[src/rtl/mult_pkg.sv]
// mult_pkg: shared widths, types and skid-buffer state for the signed multiplier
package mult_pkg;
  localparam int OPERAND_W = 8;
  localparam int PRODUCT_W = 16;
  typedef logic signed [OPERAND_W-1:0] operand_t;
  typedef logic [OPERAND_W-1:0] mag_t;
  typedef struct packed {
    mag_t mag_a;
    mag_t mag_b;
    logic sign_x;
    logic zero_op;
  } split_t;
  typedef enum logic [1:0] {EMPTY, BUSY, FULL} skid_state_t;
endpackage

[src/rtl/abs_value_in.sv]
// abs_value_in: conditional two's-complement negator as a full-adder ripple chain
module abs_value_in #(
  parameter int W = 8
) (
  input  logic [W-1:0] x,
  output logic [W-1:0] mag,
  output logic         neg
);
  logic [W-1:0] c;
  assign neg = x[W-1];
  assign c[0] = neg;
  for (genvar i = 0; i < W; i++) begin : g_fa
    logic bi;
    assign bi = x[i] ^ neg;
    assign mag[i] = 1'b0 ^ bi ^ c[i];
    if (i < W - 1) begin : g_c
      assign c[i+1] = (1'b0 & bi) | (c[i] & (1'b0 ^ bi));
    end
  end
endmodule

[src/rtl/operand_sign_split.sv]
// operand_sign_split: operand magnitude/sign split behind a 2-entry skid buffer
module operand_sign_split
  import mult_pkg::*;
#(
  parameter int WIDTH = OPERAND_W
) (
  input  logic             clk,
  input  logic             rst,
  input  logic             in_valid,
  output logic             in_ready,
  input  logic [WIDTH-1:0] a,
  input  logic [WIDTH-1:0] b,
  output logic             out_valid,
  input  logic             out_ready,
  output logic [WIDTH-1:0] mag_a,
  output logic [WIDTH-1:0] mag_b,
  output logic             sign_x,
  output logic             zero_op
);
  skid_state_t state, state_d;
  split_t main_q, skid_q, nxt;
  logic neg_a, neg_b, accept, pop;
  abs_value_in #(.W(WIDTH)) u_abs_a (.x(a), .mag(nxt.mag_a), .neg(neg_a));
  abs_value_in #(.W(WIDTH)) u_abs_b (.x(b), .mag(nxt.mag_b), .neg(neg_b));
  assign nxt.zero_op = (a == '0) | (b == '0);
  assign nxt.sign_x = (neg_a ^ neg_b) & ~nxt.zero_op;
  assign in_ready = state != FULL;
  assign out_valid = state != EMPTY;
  assign accept = in_valid & in_ready;
  assign pop = out_valid & out_ready;
  always_comb begin
    state_d = state;
    case (state)
      EMPTY: state_d = accept ? BUSY : EMPTY;
      BUSY:  state_d = (accept & ~pop) ? FULL : (~accept & pop) ? EMPTY : BUSY;
      FULL:  state_d = pop ? BUSY : FULL;
      default: state_d = EMPTY;
    endcase
  end
  always_ff @(posedge clk or posedge rst)
    if (rst) state <= EMPTY;
    else state <= state_d;
  // main takes fresh data when empty or draining in step; skid catches the stalled arrival
  always_ff @(posedge clk or posedge rst)
    if (rst) begin
      main_q <= '0;
      skid_q <= '0;
    end else begin
      if (accept & (state == EMPTY | pop)) main_q <= nxt;
      else if (pop & state == FULL) main_q <= skid_q;
      if (accept & ~pop & state == BUSY) skid_q <= nxt;
    end
  assign mag_a = main_q.mag_a;
  assign mag_b = main_q.mag_b;
  assign sign_x = main_q.sign_x;
  assign zero_op = main_q.zero_op;
endmodule

[config.mk]
export PLATFORM = sky130hd
export DESIGN_NAME = operand_sign_split
export DESIGN_NICKNAME = d
export VERILOG_FILES = /design/src/rtl/mult_pkg.sv /design/src/rtl/abs_value_in.sv /design/src/rtl/operand_sign_split.sv
export SDC_FILE = /design/constraint.sdc
export NUM_CORES = 1
export LEC_CHECK = 0
export BUFFER_PORTS_ARGS = -buffer_cell sky130_fd_sc_hd__buf_2
export CORE_MARGIN = 4
export CORE_UTILIZATION = 45
export CTS_CLUSTER_DIAMETER = 60
export DETAILED_ROUTE_END_ITERATION = 8
export PLACE_DENSITY = 0.7
export SYNTH_ARGS = -nofsm -noshare
export SYNTH_HDL_FRONTEND = slang
export SYNTH_SLANG_ARGS = --single-unit
[constraint.sdc]
create_clock -name clk -period 2 [get_ports clk]
set_clock_uncertainty 0.2 [all_clocks]
set_input_delay 0.2 -clock clk [delete_from_list [all_inputs] [get_ports clk]]
set_output_delay 0.2 -clock clk [all_outputs]
set_load 0.01 [all_outputs]
# Word-level counts from Yosys, hierarchy flattened
# Index checks and enable logic that the tools add are counted.
# W data, S select, Z words.
[classes]
muxes = 7
reduce_logical = 5
bitwise = 56
eq_ne = 3
[ops]
columns = ["cell", "count"]
rows = [
  ["$mux W18", 2],
  ["$xor A1 B1 Y1", 29],
  ["$and A1 B1 Y1", 22],
  ["$logic_not A8 Y1", 2],
  ["$pmux W2 S3", 1],
  ["$mux W2", 2],
  ["$reduce_bool A2 Y1", 2],
  ["$not A1 Y1", 3],
  ["$eq A2 B1 Y1 const B", 1],
  ["$eq A2 B2 Y1 const B", 1],
  ["$logic_not A2 Y1", 1],
  ["$mux W1", 2],
  ["$ne A2 B2 Y1 const B", 1],
  ["$or A1 B1 Y1", 2],
]
[totals]
ff_bits = 38
in_bits = 20
word_cells = 80
output_inout_bits = 20

# Logic depth before layout (Yosys ltp)
[depth]
word_depth = 9
ltp_mapped = 10
depth_no_buf = 10

# Hierarchy
# Synthesis repeated with hierarchy kept, for this count alone.
[unflattened]
cells_unflattened = 159
area_unflattened_um2 = 2009.4
[modules_own_cells]
columns = ["module", "seq_area_each_um2", "area_each_um2", "cells_per_inst", "instances"]
rows = [
  ["operand_sign_split", 950.9, 1666.6, 125, 1],
  ["abs_value_in", 0.0, 171.4, 17, 2],
]

# Worst setup path after synthesis
# Ideal clock, no wire load.
[synth_path]
path_kind = "input -> register"
start = "input port b[7]"
end = "register main_q (netlist bit mag_b[6])"
slack_ns = -0.534
path_buffers = 1
required_ns = 1.682
setup_time_ns = 0.118
path_stages = 10
arrival_ns = 2.216
cell_sequence = "clkbuf_1 -> xor2_1 -> ha_1 -> ha_1 -> ha_1 -> ha_1 -> ha_1 -> ha_1 -> a22o_1 -> a21o_1"
[synth_lines]
columns = ["element", "line_no", "source"]
rows = [
  ["start: declaration", "operand_sign_split.sv:12", "input logic [WIDTH-1:0] b,"],
  ["end signal: assignment", "operand_sign_split.sv:49", "if (accept & (state == EMPTY | pop)) main_q <= nxt;"],
  ["end signal: assignment", "operand_sign_split.sv:50", "else if (pop & state == FULL) main_q <= skid_q;"],
  ["end: declaration", "operand_sign_split.sv:21", "split_t main_q, skid_q, nxt;"],
]

==> impl_metrics.env <==
export IMPL_grt_pass1_vias=1497
export IMPL_grt_start_max_net_pins=39
export IMPL_hold_class="in -> reg"
export IMPL_fin_crit_sh_pct=97.87
export IMPL_ant_nets=0
export IMPL_core_rowCount=24
export IMPL_hold_viol=0
export IMPL_synth_area_sq_um=2021
export IMPL_core_sq_um=4354
export IMPL_synth_top_area_cell="dfrtp_1"
export IMPL_cts_tree="built"
export IMPL_outcome="finished, final reports clean"
export IMPL_power_density_nw_per_um2=1190
export IMPL_wl_per_cell_um=15.69
export IMPL_first_pass_iters=4
export IMPL_synth_edf_count=0
export IMPL_n_antenna_cell=0
export IMPL_synth_seq_cells=38
export IMPL_finish_utilization_pct=61.29
export IMPL_layout_common_cells="buf_2, dfrtp_1, buf_4"
export IMPL_worstPathArrival_ns=1.93
export IMPL_synth_cells=161
export IMPL_htreeDepth=2
export IMPL_place_hpwl_mm=3.217
export IMPL_p_leak_nw=1.357
export IMPL_yosys_warnings=0
export IMPL_syn_nets=198
export IMPL_num_vias=1437
export IMPL_finalWorstSetupSlack_ns=0.04264
export IMPL_synthToLayoutAreaGrowth_pct=32.07
export IMPL_cts_buffers=5
export IMPL_grt_pass1_wl_mm=6.941
export IMPL_place_congestion=0.8170
export IMPL_clk_pin_slew_worst_paths_ns=0.07
export IMPL_cts_root_buffer="clkbuf_8"
export IMPL_crit_type="in -> reg"
export IMPL_required_ns=1.97
export IMPL_pre_cts_ws_ns=-0.2856
export IMPL_drt_iter0_drc=59
export IMPL_port_buffers=39
export IMPL_wirelength_mm=4.300
export IMPL_die_w_um=75.01
export IMPL_antenna_found_initial=0
export IMPL_critical_path_peak_fanout=2
export IMPL_synthArstFlopShare_pct=100.0
export IMPL_fmax_mhz=510.9
export IMPL_cap_viol_max_count=0
export IMPL_ir_drop_mv=0.8226
export IMPL_avgSynthCellArea_sq_um=12.55
export IMPL_yosysSeqAreaShare_pct=47.06
export IMPL_vias_per_cell=5.245
export IMPL_drc_errors=0
export IMPL_gr_total_overflow=0
export IMPL_nNetsFinal=258
export IMPL_endpoint_kind="flip-flop"
export IMPL_grt_usage_pct=16.43
export IMPL_worst_slew_pin_slew_ns=0.7205
export IMPL_startpoint_type="input port"
export IMPL_cts_path_max_buffers=2
export IMPL_fp_dieArea_sq_um=5627
export IMPL_slew_headroom_pct=51.91
export IMPL_finalSetupViolCount=0
export IMPL_final_layout_size_suffix_gt1_share_pct=46.40
export IMPL_start_util_pct=46.41
export IMPL_finalCriticalPeriod_ns=1.957
export IMPL_layout_commonest_cell="buf_2"
export IMPL_ios=40
export IMPL_finalMaxSlewViolations=0
export IMPL_clk_latency_ns=0.28
export IMPL_cts_sinks=38
export IMPL_synth_distinct_cells=31
export IMPL_synthTopCellsByArea="dfrtp_1, ha_1, mux2_2"
export IMPL_netlist_area_leader_share_pct=47.06
export IMPL_synth_ff_type="dfrtp_1"
export IMPL_die_h_um=75.01
## Yosys cell counts, types with 2 or more instances
cell type / number
buf_2: 4
o21ai_0: 3
mux2i_1: 6
a22o_1: 16
mux2_2: 14
xor2_1: 12
nor2_1: 2
ha_1: 17
buf_6: 2
inv_1: 9
dfrtp_1: 38
nand2_1: 5
a21o_1: 15
## sequential cells by signal, summed over array words and instances (netlist names)
name and flops:
skid_q 18, mag_a 8, mag_b 8, state 2, sign_x 1, zero_op 1
## worst paths after layout
check / start / end / slack (ns) / cells after the start
max in group asynchronous: rst / mag_b[7] / 0.90 / 4
worst max register to register: state[0] / skid_q[11] / 0.08 / 7
worst min register to register: mag_b[2] / mag_b[2] / 0.27 / 1
worst max-delay path: b[0] / mag_b[6] / 0.04 / 11
worst min-delay path: in_valid / state[0] / 0.08 / 3
min in group asynchronous: rst / skid_q[14] / 0.37 / 4
## report_power, final
part / switching (mW) / leakage, nW / total [mW] / internal [mW]
clock: 0.245 / 0.0482 / 0.522 / 0.278
combinational: 0.644 / 0.835 / 1.39 / 0.741
sequential: 0.172 / 0.473 / 1.27 / 1.10
## worst max-delay path, stage by stage
cell	delay, ns
buf_2	0.10
inv_2	0.03
ha_2	0.19
ha_4	0.16
ha_4	0.16
ha_4	0.16
ha_4	0.16
ha_4	0.16
ha_4	0.21
a22o_1	0.24
a21o_1	0.16
## routing by layer
metal / wire length (um) / vias to the layer above / part of all wire (%) / track usage (%)
met2: 2305 / 25 / 54 / 27.95
met3: 145 / 5 / 3.4 / 3.204
li1: - / 693 / - / -
met4: 37 / 0 / 0.86 / 5.336
met1: 1812 / 714 / 42 / 20.96
met5: 0 / - / 0 / 0
## final cells by class
cell class / count / area, sq um
inverter: 9 / 33.78
timing repair buffer: 61 / 392.9
clock inverter: 1 / 5.005
clock buffer: 7 / 86.33
tap: 52 / 65.06
fill: 371 / 1685
sequential: 38 / 950.9
multi-input combinational: 106 / 1135
## through the flow
step	power (mW)	hold slack (ns)	area (sq um)	cells	TNS, ns
after floorplan	2.159	0.1088	2187	161	-0.4666
after global placement	2.497	0.1289	2475	258	-1.293
after detailed placement	2.584	0.1380	2475	258	-1.757
after CTS	3.200	0.07851	2634	271	0
after global routing	3.400	0.09704	2669	274	-0.01117
final	3.176	0.07572	2669	274	0
## cells by family (layout without fill, tap and decap cells)
kind of cell    after synthesis  after routing  share of synthesized area, %
fa+ha+maj                    17             17                         10.53
simple gates                 17             17                         5.697
xor+xnor                     13             13                         5.635
compound gates               39             39                         15.98
flops                        38             38                         47.06
buf+inv                      17             78                         4.334
mux                          20             20                         10.77
## what timing repair did
item,in CTS,in global routing
buffers inserted,2,4
gates resized for setup,0,8
setup endpoints to repair,6,16
hold endpoints to repair,39,0
cloned,1,0
hold buffers,2,0
pin swaps,0,2
Note: power is estimated with default switching activity, not from simulation.
